File: config.mk
export PLATFORM = sky130hd
export DESIGN_NAME = mesh_noc_ni
export DESIGN_NICKNAME = d
export VERILOG_FILES = /design/src/rtl/mesh_noc_ni_pkg.sv /design/src/rtl/mesh_noc_ni_fifo.sv /design/src/rtl/mesh_noc_ni.sv
export SDC_FILE = /design/constraint.sdc
export NUM_CORES = 1
export LEC_CHECK = 0
export CORE_MARGIN = 2
export CORE_UTILIZATION = 48
export CTS_CLUSTER_DIAMETER = 40
export DETAILED_ROUTE_END_ITERATION = 6
export GPL_TIMING_DRIVEN = 0
export HOLD_SLACK_MARGIN = 0.08
export PLACE_DENSITY = 0.75
export SLEW_MARGIN = 25
export SYNTH_ARGS = -nofsm -noshare
export SYNTH_HDL_FRONTEND = slang
export SYNTH_SLANG_ARGS = --single-unit
File: constraint.sdc
create_clock -name clk_i -period 2.1 [get_ports clk_i]
set_input_delay 0.525 -clock clk_i [delete_from_list [all_inputs] [get_ports clk_i]]
set_output_delay 0.525 -clock clk_i [all_outputs]
set_load 0.05 [all_outputs]
File: src/rtl/mesh_noc_ni_pkg.sv
// -----------------------------------------------------------------------------
// mesh_noc_ni_pkg
//   Shared definitions for the mesh network interface:
//     - packet field width / offset helpers (layout is {data, row, col},
//       col in the LSBs)
//     - TX state machine encoding
//     - bit indices of the sticky error vector
// -----------------------------------------------------------------------------
package mesh_noc_ni_pkg;

   // TX path state machine
   typedef enum logic [1:0] {
      TX_IDLE  = 2'd0,
      TX_SEND  = 2'd1,
      TX_STALL = 2'd2
   } tx_state_e;

   // Sticky error vector bit positions
   localparam int ERR_TX_OVRFLW = 0;  // mesh reported overflow of its input FIFO
   localparam int ERR_RX_OVRFLW = 1;  // packet arrived while RX FIFO full
   localparam int ERR_MISROUTE  = 2;  // packet arrived addressed to another node

   // Total packet width
   function automatic int pckt_width(input int data_w, input int row_w, input int col_w);
      return data_w + row_w + col_w;
   endfunction

   // LSB position of the row field
   function automatic int row_lsb(input int col_w);
      return col_w;
   endfunction

   // LSB position of the payload field
   function automatic int data_lsb(input int row_w, input int col_w);
      return row_w + col_w;
   endfunction

endpackage

File: src/rtl/mesh_noc_ni_fifo.sv
// -----------------------------------------------------------------------------
// ni_sync_fifo
//   Single-clock first-word-fall-through FIFO with 2**DEPTH_W entries.
//   Pointers carry one extra MSB so full and empty are distinguishable.
//   Ports:
//     clk, rst     clock, synchronous active-high reset (empties the FIFO)
//     push, din    write request and data; ignored while full
//     pop          read request; ignored while empty
//     head         oldest entry (valid while !empty)
//     full, empty  occupancy flags
// -----------------------------------------------------------------------------
module ni_sync_fifo #(
   parameter int WIDTH   = 8,
   parameter int DEPTH_W = 2
) (
   input  logic             clk,
   input  logic             rst,
   input  logic             push,
   input  logic [WIDTH-1:0] din,
   input  logic             pop,
   output logic [WIDTH-1:0] head,
   output logic             full,
   output logic             empty
);

   localparam int DEPTH = 2 ** DEPTH_W;
   localparam logic [DEPTH_W:0] PTR_ONE = {{DEPTH_W{1'b0}}, 1'b1};

   logic [WIDTH-1:0] mem [DEPTH];
   logic [DEPTH_W:0] wr_ptr;
   logic [DEPTH_W:0] rd_ptr;
   logic             do_push;
   logic             do_pop;

   assign do_push = push && !full;
   assign do_pop  = pop && !empty;

   // Same index with different wrap bit means the writer is a lap ahead.
   assign empty = (wr_ptr == rd_ptr);
   assign full  = (wr_ptr[DEPTH_W] != rd_ptr[DEPTH_W]) &&
                  (wr_ptr[DEPTH_W-1:0] == rd_ptr[DEPTH_W-1:0]);
   assign head  = mem[rd_ptr[DEPTH_W-1:0]];

   always_ff @(posedge clk) begin
      if (rst) begin
         wr_ptr <= '0;
         rd_ptr <= '0;
      end else begin
         if (do_push) wr_ptr <= wr_ptr + PTR_ONE;
         if (do_pop)  rd_ptr <= rd_ptr + PTR_ONE;
      end
   end

   // Storage needs no reset; occupancy is tracked by the pointers alone.
   always_ff @(posedge clk) begin
      if (do_push && !rst) mem[wr_ptr[DEPTH_W-1:0]] <= din;
   end

endmodule

File: src/rtl/mesh_noc_ni.sv
// -----------------------------------------------------------------------------
// mesh_noc_ni
//   Network interface between a resource and one node of a ROW_N x COL_M mesh.
//
//   TX: resource messages {data,row,col} are queued in a TX FIFO, moved into an
//       output register and written to the mesh with a one-cycle ni_wren_o
//       strobe while the mesh is not full. Stalls hold the packet.
//   RX: packets from the mesh are checked against this node's coordinates;
//       matching payloads go into an FWFT RX FIFO, misrouted ones are dropped,
//       packets arriving while the RX FIFO is full are dropped and reported
//       with a registered ni_ovrflw_o pulse.
//
//   Handshakes: tx side transfers when tx_valid_i && tx_ready_o on a rising
//   edge; rx side transfers when rx_valid_o && rx_ready_i on a rising edge.
//   Valid never depends on ready. The mesh side is strobe based: ni_wren_o /
//   noc_wren_i each mean "one packet this cycle", throttled by the full flags.
//
//   Ports:
//     clk_i, rst_i                      clock, synchronous active-high reset
//     tx_valid_i/tx_ready_o             resource TX handshake
//     tx_row_i, tx_col_i, tx_data_i     destination and payload
//     ni_pckt_o, ni_wren_o              packet and strobe into the mesh
//     noc_full_i, noc_ovrflw_i          mesh input FIFO status
//     noc_pckt_i, noc_wren_i            packet and strobe from the mesh
//     ni_full_o, ni_ovrflw_o            RX FIFO status back to the mesh
//     rx_valid_o/rx_ready_i, rx_data_o  resource RX handshake and payload
//     err_o                             sticky {misroute, rx_ovrflw, tx_ovrflw}
//     tx_cnt_o, rx_cnt_o                wrapping packet counters
// -----------------------------------------------------------------------------
module mesh_noc_ni
   import mesh_noc_ni_pkg::*;
#(
   parameter int ROW_N        = 3,
   parameter int COL_M        = 3,
   parameter int PCKT_DATA_W  = 8,
   parameter int FIFO_DEPTH_W = 2,
   parameter int ROW_CORD     = 0,
   parameter int COL_CORD     = 0,
   localparam int ROW_W  = $clog2(ROW_N),
   localparam int COL_W  = $clog2(COL_M),
   localparam int PCKT_W = pckt_width(PCKT_DATA_W, ROW_W, COL_W)
) (
   input  logic                   clk_i,
   input  logic                   rst_i,
   input  logic                   tx_valid_i,
   output logic                   tx_ready_o,
   input  logic [ROW_W-1:0]       tx_row_i,
   input  logic [COL_W-1:0]       tx_col_i,
   input  logic [PCKT_DATA_W-1:0] tx_data_i,
   output logic [PCKT_W-1:0]      ni_pckt_o,
   output logic                   ni_wren_o,
   input  logic                   noc_full_i,
   input  logic                   noc_ovrflw_i,
   input  logic [PCKT_W-1:0]      noc_pckt_i,
   input  logic                   noc_wren_i,
   output logic                   ni_full_o,
   output logic                   ni_ovrflw_o,
   output logic                   rx_valid_o,
   input  logic                   rx_ready_i,
   output logic [PCKT_DATA_W-1:0] rx_data_o,
   output logic [2:0]             err_o,
   output logic [15:0]            tx_cnt_o,
   output logic [15:0]            rx_cnt_o
);

   localparam int ROW_LSB  = row_lsb(COL_W);
   localparam int DATA_LSB = data_lsb(ROW_W, COL_W);
   localparam logic [ROW_W-1:0] OWN_ROW = ROW_W'(ROW_CORD);
   localparam logic [COL_W-1:0] OWN_COL = COL_W'(COL_CORD);

   // ---------------------------------------------------------------- TX path
   tx_state_e          tx_state_q, tx_state_d;
   logic               tx_full, tx_empty;
   logic [PCKT_W-1:0]  tx_head;
   logic               tx_push, tx_pop, tx_load, tx_wren;
   logic [PCKT_W-1:0]  pckt_q;
   logic [15:0]        tx_cnt_q;

   // Ready is forced high during reset; the FIFO is held empty then anyway.
   assign tx_ready_o = !tx_full || rst_i;
   assign tx_push    = tx_valid_i && tx_ready_o && !rst_i;

   ni_sync_fifo #(
      .WIDTH   (PCKT_W),
      .DEPTH_W (FIFO_DEPTH_W)
   ) u_tx_fifo (
      .clk   (clk_i),
      .rst   (rst_i),
      .push  (tx_push),
      .din   ({tx_data_i, tx_row_i, tx_col_i}),
      .pop   (tx_pop),
      .head  (tx_head),
      .full  (tx_full),
      .empty (tx_empty)
   );

   always_ff @(posedge clk_i) begin
      if (rst_i) tx_state_q <= TX_IDLE;
      else       tx_state_q <= tx_state_d;
   end

   always_comb begin
      tx_state_d = tx_state_q;
      tx_pop     = 1'b0;
      tx_load    = 1'b0;
      tx_wren    = 1'b0;
      case (tx_state_q)
         TX_IDLE: begin
            if (!tx_empty) begin
               tx_pop     = 1'b1;
               tx_load    = 1'b1;
               tx_state_d = TX_SEND;
            end
         end
         TX_SEND: begin
            if (noc_full_i) begin
               tx_state_d = TX_STALL;
            end else begin
               tx_wren = 1'b1;
               // Refill the output register in the write cycle so queued
               // packets go out on consecutive cycles.
               if (!tx_empty) begin
                  tx_pop  = 1'b1;
                  tx_load = 1'b1;
               end else begin
                  tx_state_d = TX_IDLE;
               end
            end
         end
         TX_STALL: begin
            if (!noc_full_i) tx_state_d = TX_SEND;
         end
         default: tx_state_d = TX_IDLE;
      endcase
   end

   always_ff @(posedge clk_i) begin
      if (rst_i) begin
         pckt_q   <= '0;
         tx_cnt_q <= '0;
      end else begin
         if (tx_load) pckt_q   <= tx_head;
         if (tx_wren) tx_cnt_q <= tx_cnt_q + 16'd1;
      end
   end

   // Strobe is combinational from the held state, so it can never coincide
   // with noc_full_i and needs no extra pipeline stage.
   assign ni_wren_o = tx_wren && !rst_i;
   assign ni_pckt_o = pckt_q;
   assign tx_cnt_o  = tx_cnt_q;

   // ---------------------------------------------------------------- RX path
   logic [ROW_W-1:0]       rx_row;
   logic [COL_W-1:0]       rx_col;
   logic [PCKT_DATA_W-1:0] rx_payload;
   logic                   rx_full, rx_empty;
   logic                   rx_match, rx_push, rx_pop;
   logic                   rx_drop_full, rx_misroute;
   logic                   ovrflw_q;
   logic [2:0]             err_q;
   logic [15:0]            rx_cnt_q;

   assign rx_col     = noc_pckt_i[COL_W-1:0];
   assign rx_row     = noc_pckt_i[ROW_LSB +: ROW_W];
   assign rx_payload = noc_pckt_i[DATA_LSB +: PCKT_DATA_W];
   assign rx_match   = (rx_row == OWN_ROW) && (rx_col == OWN_COL);

   // Fullness is judged before any same-cycle pop: a push into a full FIFO is
   // an overflow even if the resource drains an entry in that cycle.
   assign rx_drop_full = noc_wren_i && rx_full && !rst_i;
   assign rx_misroute  = noc_wren_i && !rx_full && !rx_match && !rst_i;
   assign rx_push      = noc_wren_i && !rx_full && rx_match && !rst_i;
   assign rx_pop       = rx_valid_o && rx_ready_i;

   ni_sync_fifo #(
      .WIDTH   (PCKT_DATA_W),
      .DEPTH_W (FIFO_DEPTH_W)
   ) u_rx_fifo (
      .clk   (clk_i),
      .rst   (rst_i),
      .push  (rx_push),
      .din   (rx_payload),
      .pop   (rx_pop),
      .head  (rx_data_o),
      .full  (rx_full),
      .empty (rx_empty)
   );

   always_ff @(posedge clk_i) begin
      if (rst_i) begin
         ovrflw_q <= 1'b0;
         err_q    <= '0;
         rx_cnt_q <= '0;
      end else begin
         ovrflw_q <= rx_drop_full;
         if (noc_ovrflw_i) err_q[ERR_TX_OVRFLW] <= 1'b1;
         if (rx_drop_full) err_q[ERR_RX_OVRFLW] <= 1'b1;
         if (rx_misroute)  err_q[ERR_MISROUTE]  <= 1'b1;
         if (rx_pop)       rx_cnt_q <= rx_cnt_q + 16'd1;
      end
   end

   assign ni_full_o   = rx_full && !rst_i;
   assign rx_valid_o  = !rx_empty && !rst_i;
   assign ni_ovrflw_o = ovrflw_q;
   assign err_o       = err_q;
   assign rx_cnt_o    = rx_cnt_q;

endmodule
==> impl_metrics.env <==
export IMPL_final_cell_mix="80 x edfxtp_1, 50 x dfxtp_1, 44 x nor2_1, 44 x dlygate4sd2_1, 29 x clkdlybuf4s50_1"
export IMPL_met3_usage_pct=6.829
export IMPL_grt_max_degree=17
export IMPL_hpwl_microns=7845
export IMPL_cp_start_kind="flip-flop"
export IMPL_dieArea_sq_um=13090
export IMPL_synthCells=426
export IMPL_n_antenna_cell=0
export IMPL_crit_slowest_cell="or4_4"
export IMPL_required_ns=1.57
export IMPL_crit_arrival_ns=1.65
export IMPL_route_detailed_drc=0
export IMPL_clkTransAtPathRegs_ns=0.05
export IMPL_antenna_found_initial=0
export IMPL_clk_latency_ns=0.42
export IMPL_yosys_warnings=0
export IMPL_worstSetupEndpointType="output pin"
export IMPL_worstHoldPathType="reg2reg"
export IMPL_ys_async_sr_fraction_pct=0
export IMPL_rsz0062_at_grt="yes"
export IMPL_grt_pass1_wl_microns=19330
export IMPL_status="complete, but fails checks"
export IMPL_cpPeakStageDelay_ns=0.54
export IMPL_worst_pin_slew_ns=0.6582
export IMPL_drt_pass1_iterations=6
export IMPL_portBuffers=89
export IMPL_synthFlopType="edfxtp_1"
export IMPL_die_h_microns=114.4
export IMPL_clock_path_buffers=2
export IMPL_yosys_cell_types_count=46
export IMPL_core_rowCount=40
export IMPL_synth_edff_count=80
export IMPL_wire_per_inst_microns=17.12
export IMPL_pin_count=91
export IMPL_drv_slew=0
export IMPL_syn_area_sq_um=5853
export IMPL_synth_seq_cells=144
export IMPL_cp_cell_sequence="xnor2_1, or4_4, buf_12"
export IMPL_grt_use_met1_pct=23.81
export IMPL_setup_viol=6
export IMPL_cts_tree="yes"
export IMPL_path_class="reg2out"
export IMPL_viasPerCell=5.406
export IMPL_min_period_ns=2.175
export IMPL_drt_iter0_drc=181
export IMPL_htree_levels=4
export IMPL_critPathMaxFanout=3
export IMPL_cts_buffers=17
export IMPL_violations="setup timing"
export IMPL_r2r_start="u_tx_fifo.rd_ptr[0]$_SDFFE_PP0P_"
export IMPL_holdPathEnd="err_o[0]$_SDFFE_PP0P_"
export IMPL_syn2layout_area_growth_pct=31.74
export IMPL_fin_util_pct=64.47
export IMPL_cap_violations=0
export IMPL_die_w_microns=114.4
export IMPL_fin_crit_sh_pct=103.6
export IMPL_p_leak_nw=2.958
export IMPL_rr_endpoint="u_tx_fifo.mem[3][0]$_DFFE_PP_"
export IMPL_layout_drive_gt1_share_pct=21.62
export IMPL_busiest_layer="met2"
export IMPL_peakVddDrop_mv=0.8109
export IMPL_avgSynthCellArea_sq_um=13.74
export IMPL_routabilityCongestion=0.7897
export IMPL_vias=3795
export IMPL_ff2ff_setup_slack_ns=0.10
export IMPL_grt_use_met2_pct=32.43
export IMPL_power_density_nw_per_um2=979.8
export IMPL_max_freq_mhz=459.7
export IMPL_grt_ovfl_total=0
export IMPL_final_antenna_net_count=0
export IMPL_cts_root_buf="clkbuf_16"
export IMPL_synth_fp_nets=469
export IMPL_fin_nets=585
export IMPL_yosysSeqAreaShare_pct=62.93
export IMPL_grt_pass1_vias=3860
export IMPL_routed_wl_microns=12020
export IMPL_total_power_mw=7.555
export IMPL_maxSlewHeadroom_pct=55.74
export IMPL_n_fill_cell=891
export IMPL_initial_utilization_pct=48.93
export IMPL_clock_sinks=144
export IMPL_fin_ws_ns=-0.07542
export IMPL_clock_skew_ns=0.006328
export IMPL_min_from="err_o[0]$_SDFFE_PP0P_"
export IMPL_grtUsageTotal_pct=19.62
export IMPL_min_path_cells=2
export IMPL_hold_viol=0
export IMPL_reg2reg_depth=5
export IMPL_core_sq_um=11960
export IMPL_layout_commonest_cell="edfxtp_1"
per-layer routing:
| metal | part of all wire [%] | routed length (microns) |
|---|---|---|
| met5 | 0 | 0 |
| met4 | 1.4 | 174 |
| met3 | 6.1 | 734 |
| met2 | 50 | 6054 |
| met1 | 42 | 5053 |
how the worst max path moves through the flow:
stage	start	to	cells after the start
2_1_floorplan	rst_i	ni_full_o	4
3_3_place_gp	rst_i	ni_full_o	5
3_5_place_dp	rst_i	ni_full_o	5
4_1_cts	u_tx_fifo.wr_ptr[1]$_SDFFE_PP0P_	tx_ready_o	3
5_1_grt	flip-flop	rx_data_o[6]	3
6_report	u_tx_fifo.wr_ptr[2]$_SDFFE_PP0P_	tx_ready_o	3
through the flow:
step	setup TNS (ns)	hold WS (ns)	worst slack (ns)	cells	area, sq um
detailed placement	-45.57	0.4700	-1.232	662	6955
CTS	-0.5248	0.4814	-0.1036	696	7602
global route	-1.021	0.4997	-0.1106	702	7711
floorplan	-0.02959	0.4941	-0.02959	426	5881
global placement	-40.00	0.4520	-1.185	662	6955
finish	-0.3037	0.4699	-0.07542	702	7711
cell families after synthesis:
kind of cell | Yosys count | synth area share [%]
flops | 144 | 62.93
simple gates | 127 | 11.65
compound gates | 45 | 5.045
mux | 40 | 11.14
xor+xnor | 30 | 4.617
buf+inv | 28 | 2.052
fa+ha+maj | 12 | 2.565
state kept, by name (all words and copies together) (netlist names), 2 cells and up, named ones only:
register and count:
err_o 3, ni_pckt_o 12, rx_cnt_o 16, tx_cnt_o 16, tx_state_q 2, u_rx_fifo.mem 32
u_rx_fifo.rd_ptr 3, u_rx_fifo.wr_ptr 3, u_tx_fifo.mem 48, u_tx_fifo.rd_ptr 3, u_tx_fifo.wr_ptr 3
final cells by class:
cell class,instances,area (sq um),share of cell area (%)
repair buffers,99,958.4,12.43
flip-flops and latches,144,3711,48.13
inverters,11,41.29,0.5355
well taps,147,183.9,2.385
clock inverters,6,35.03,0.4543
multi-input cells,255,2208,28.64
clock buffers,26,498.0,6.458
plain buffers,14,75.07,0.9736
cell usage after synthesis, types with 9 or more instances:
cell | count | area [sq um]
clkbuf_1 | 9 | 33.78
a21oi_1 | 16 | 80.08
inv_1 | 11 | 41.29
mux4_2 | 20 | 450.4
or3_1 | 10 | 62.56
nor2_1 | 45 | 168.9
mux2i_1 | 19 | 190.2
dfxtp_1 | 64 | 1281
and2_1 | 9 | 56.30
edfxtp_1 | 80 | 2402
xor2_1 | 10 | 87.58
o21ai_0 | 12 | 60.06
xnor2_1 | 19 | 166.4
nand2_1 | 15 | 56.30
ha_1 | 12 | 150.1
repair_timing:
item,CTS,global route
hold buffers,0,0
pin swaps,3,7
setup endpoints to repair,136,48
cloned,0,1
resized for setup,156,27
setup buffers,4,6
where the power goes:
group | leakage, nW | internal [mW] | total, mW | switching, mW
registers | 1.25 | 3.16 | 3.29 | 0.136
clock network | 0.268 | 1.63 | 2.69 | 1.06
logic | 1.44 | 0.650 | 1.57 | 0.921
total | 2.96 | 5.44 | 7.56 | 2.12
worst max-delay path: cells and delay by family (launching register included):
family	cells	cell delay, ns
xor gates and xnor gates	1	0.17
buffers and inverters	1	0.17
DFF	1	0.34
and+or+nand+nor	1	0.54
No activity file was read; power rests on OpenSTA's default activity.
==> patch (same settings) <==
Encoding of `tx_state_e`: now one-hot (3 bits for 3 states).
--- a/src/rtl/mesh_noc_ni_pkg.sv
+++ b/src/rtl/mesh_noc_ni_pkg.sv
@@ -9,10 +9,10 @@
 package mesh_noc_ni_pkg;
 
    // TX path state machine
-   typedef enum logic [1:0] {
-      TX_IDLE  = 2'd0,
-      TX_SEND  = 2'd1,
-      TX_STALL = 2'd2
+   typedef enum logic [2:0] {
+      TX_IDLE  = 3'b001,
+      TX_SEND  = 3'b010,
+      TX_STALL = 3'b100
    } tx_state_e;
 
    // Sticky error vector bit positions
Formal check against the unedited RTL: no difference found for any inputs over 4 cycles, from zero or initial values and one cycle with rst_i high; so few cycles prove little.
==> patch against the original RTL <==
  * The run still ends with setup timing left
  * Synthesized area grew 1.4%
  * Sequential cell count up 1
  * Sequential share of layout area down 1.6 points
  * Largest power group unchanged
  * Cell area grew 4.1%
  * Critical endpoint unchanged
  * Final cell count up 6.6%
  * Routed wire length increased by 5.4%
  * Power grew 5.7%
  * Synthesized cell count grew 4.0%
  * Worst setup slack worse by 0.051 ns
==> patch: results (changes against the original RTL) <==
metric,value,unit,change
status,"complete, but fails checks",,
violated checks,setup timing,,
Synthesis Warnings,0,,unchanged
Fin Setup TNS,-0.3787,ns,-0.07498 ns
met1 Use GR,22.80,%,-1.0 points
drt wl/cell,16.94,um,-1.1%
setup violators final,8,,+2
first-pass GRT wire length,20010,um,+3.5%
"Seq/Total Area, Yosys",62.39,%,-0.54 points
DR pass1 iterations,4,,-2
clock skew,0.01208,ns,+0.005750 ns
"EDFF count, synth",80,,unchanged
grt met3 use,5.746,%,-1.1 points
initial antenna violation count,0,,unchanged
syn avg cell area,13.40,um2,-2.5%
hpwl dp,8126,um,+3.6%
HP Class,reg2reg,,
Worst path slowest cell,or4_4,,
most instantiated cells after synthesis,"edfxtp_1, dfxtp_1, nor2_1, mux4_2, a21oi_1",,
total track usage,19.97,%,+0.36 points
Largest register FFs,48,,unchanged
ys flop type,edfxtp_1,,
clk root buf,clkbuf_16,,
share of layout cells above drive strength 1,24.14,%,+2.5 points
vias per std cell,5.368,,-0.71%
1st-iter DRT viols,204,,+13%
TritonCTS buffer count,17,,unchanged
final WL,12670,um,+5.4%
M2 GR Usage,35.69,%,+3.3 points
Max Root-Sink Buffers,2,,unchanged
Leak,0.003078,uW,+4.1%
worst vdd ir,999.7,uV,+23%
n_diodes,0,,unchanged
IO buf count,89,,unchanged
Final #Nets,610,,+4.3%
syn_nets,486,,+3.6%
pin count of the biggest net entering global routing,17,,unchanged
"FFs w/ async S/R, synth",0,%,unchanged
Clock Latency Late Sink,0.42,ns,about the same
"Worst Setup Slack, final",-0.1265,ns,-0.05106 ns
CP arrival,1.70,ns,+0.05 ns
Clock transition at path regs,0.06,ns,
gpl congestion,0.8073,,+2.2%
H-tree Lvls,4,,unchanged
Worst Path Max Fanout,3,,unchanged
number of global-route vias before repair,4089,,+5.9%
Worst Max-Slew Pin Slew,0.7012,ns,+0.04292 ns
Netlist cell types,45,,-2.2%
Inst Count DP,700,,+5.7%
max incr delay on CP,0.51,ns,-0.03 ns
Synth area leaders,"edfxtp_1, dfxtp_1, mux4_2",,
-- patch: cell count changes after synthesis, sizes merged, moves of 5 or more --
| cell | unedited run | this run |
|---|---|---|
| xnor2 | 19 | 11 |
| nand2b | 8 | 2 |
| clkbuf | 9 | 15 |
| xor2 | 11 | 16 |
-- patch: worst paths after layout --
| check | startpoint | end | slack [ns] | depth (start not counted) |
|---|---|---|---|---|
| setup / recovery | u_tx_fifo.rd_ptr[1] | tx_ready_o | -0.13 | 4 |
| hold / removal | tx_state_q[0] | tx_state_q[2] | 0.46 | 1 |
| setup reg to reg | tx_state_q[0] | tx_cnt_o[11] | 0.07 | 6 |
| hold reg to reg | tx_state_q[0] | tx_state_q[2] | 0.46 | 1 |
-- patch: cells by family (layout without fill, tap and decap cells) --
logic type | after synthesis | in the layout | synth area share [%]
xor gates and xnor gates | 27 | 27 | 3.984
and+or+nand+nor | 128 | 129 | 11.57
adders and majority gates | 12 | 12 | 2.529
buffers and inverters | 36 | 172 | 2.740
AOI/OAI and AO/OA | 56 | 56 | 5.945
muxes | 39 | 39 | 10.83
DFF | 145 | 145 | 62.39
-- patch: layout make-up --
cell class	instances	area (um2)
well taps	168	210.2
repair buffers	109	1035
clock inverters	10	103.9
inverters	11	41.29
flip-flops and latches	145	3737
clock buffers	22	496.7
plain buffers	20	121.4
multi-input cells	263	2283
fillers	882	4033
-- patch: layer usage --
layer,vias up,part of all wire [%]
met2,108,53
li1,1897,-
met3,20,4.5
met1,1990,41
met5,-,0
met4,0,1.7
-- patch: metrics by stage --
stage / area, um2 / setup slack, ns
after floorplan: 5958 / -0.2021
after global placement: 7059 / -1.069
after detailed placement: 7059 / -1.054
after CTS: 7786 / -0.1818
after global routing: 8029 / -0.1688
final: 8029 / -0.1265
-- patch: power breakdown --
part	leakage [uW]	internal (uW)	switching (uW)
Sequential	0.00126	3180	144
Combinational	0.00152	700	945
Clock	0.000302	1910	1110
-- patch: worst max-delay path: cells and delay by family (launching register included) --
| family | cells | cell delay (ns) |
|---|---|---|
| flip-flops | 1 | 0.33 |
| buffers and inverters | 2 | 0.30 |
| AND/OR/NAND/NOR | 1 | 0.51 |
| XOR/XNOR | 1 | 0.15 |
-- patch: timing repair --
item,in CTS,in global routing
resized for setup,166,42
pin swaps,4,11
gates cloned,0,1
setup buffers,6,14
setup endpoints to repair,159,74
hold endpoints to repair,0,0
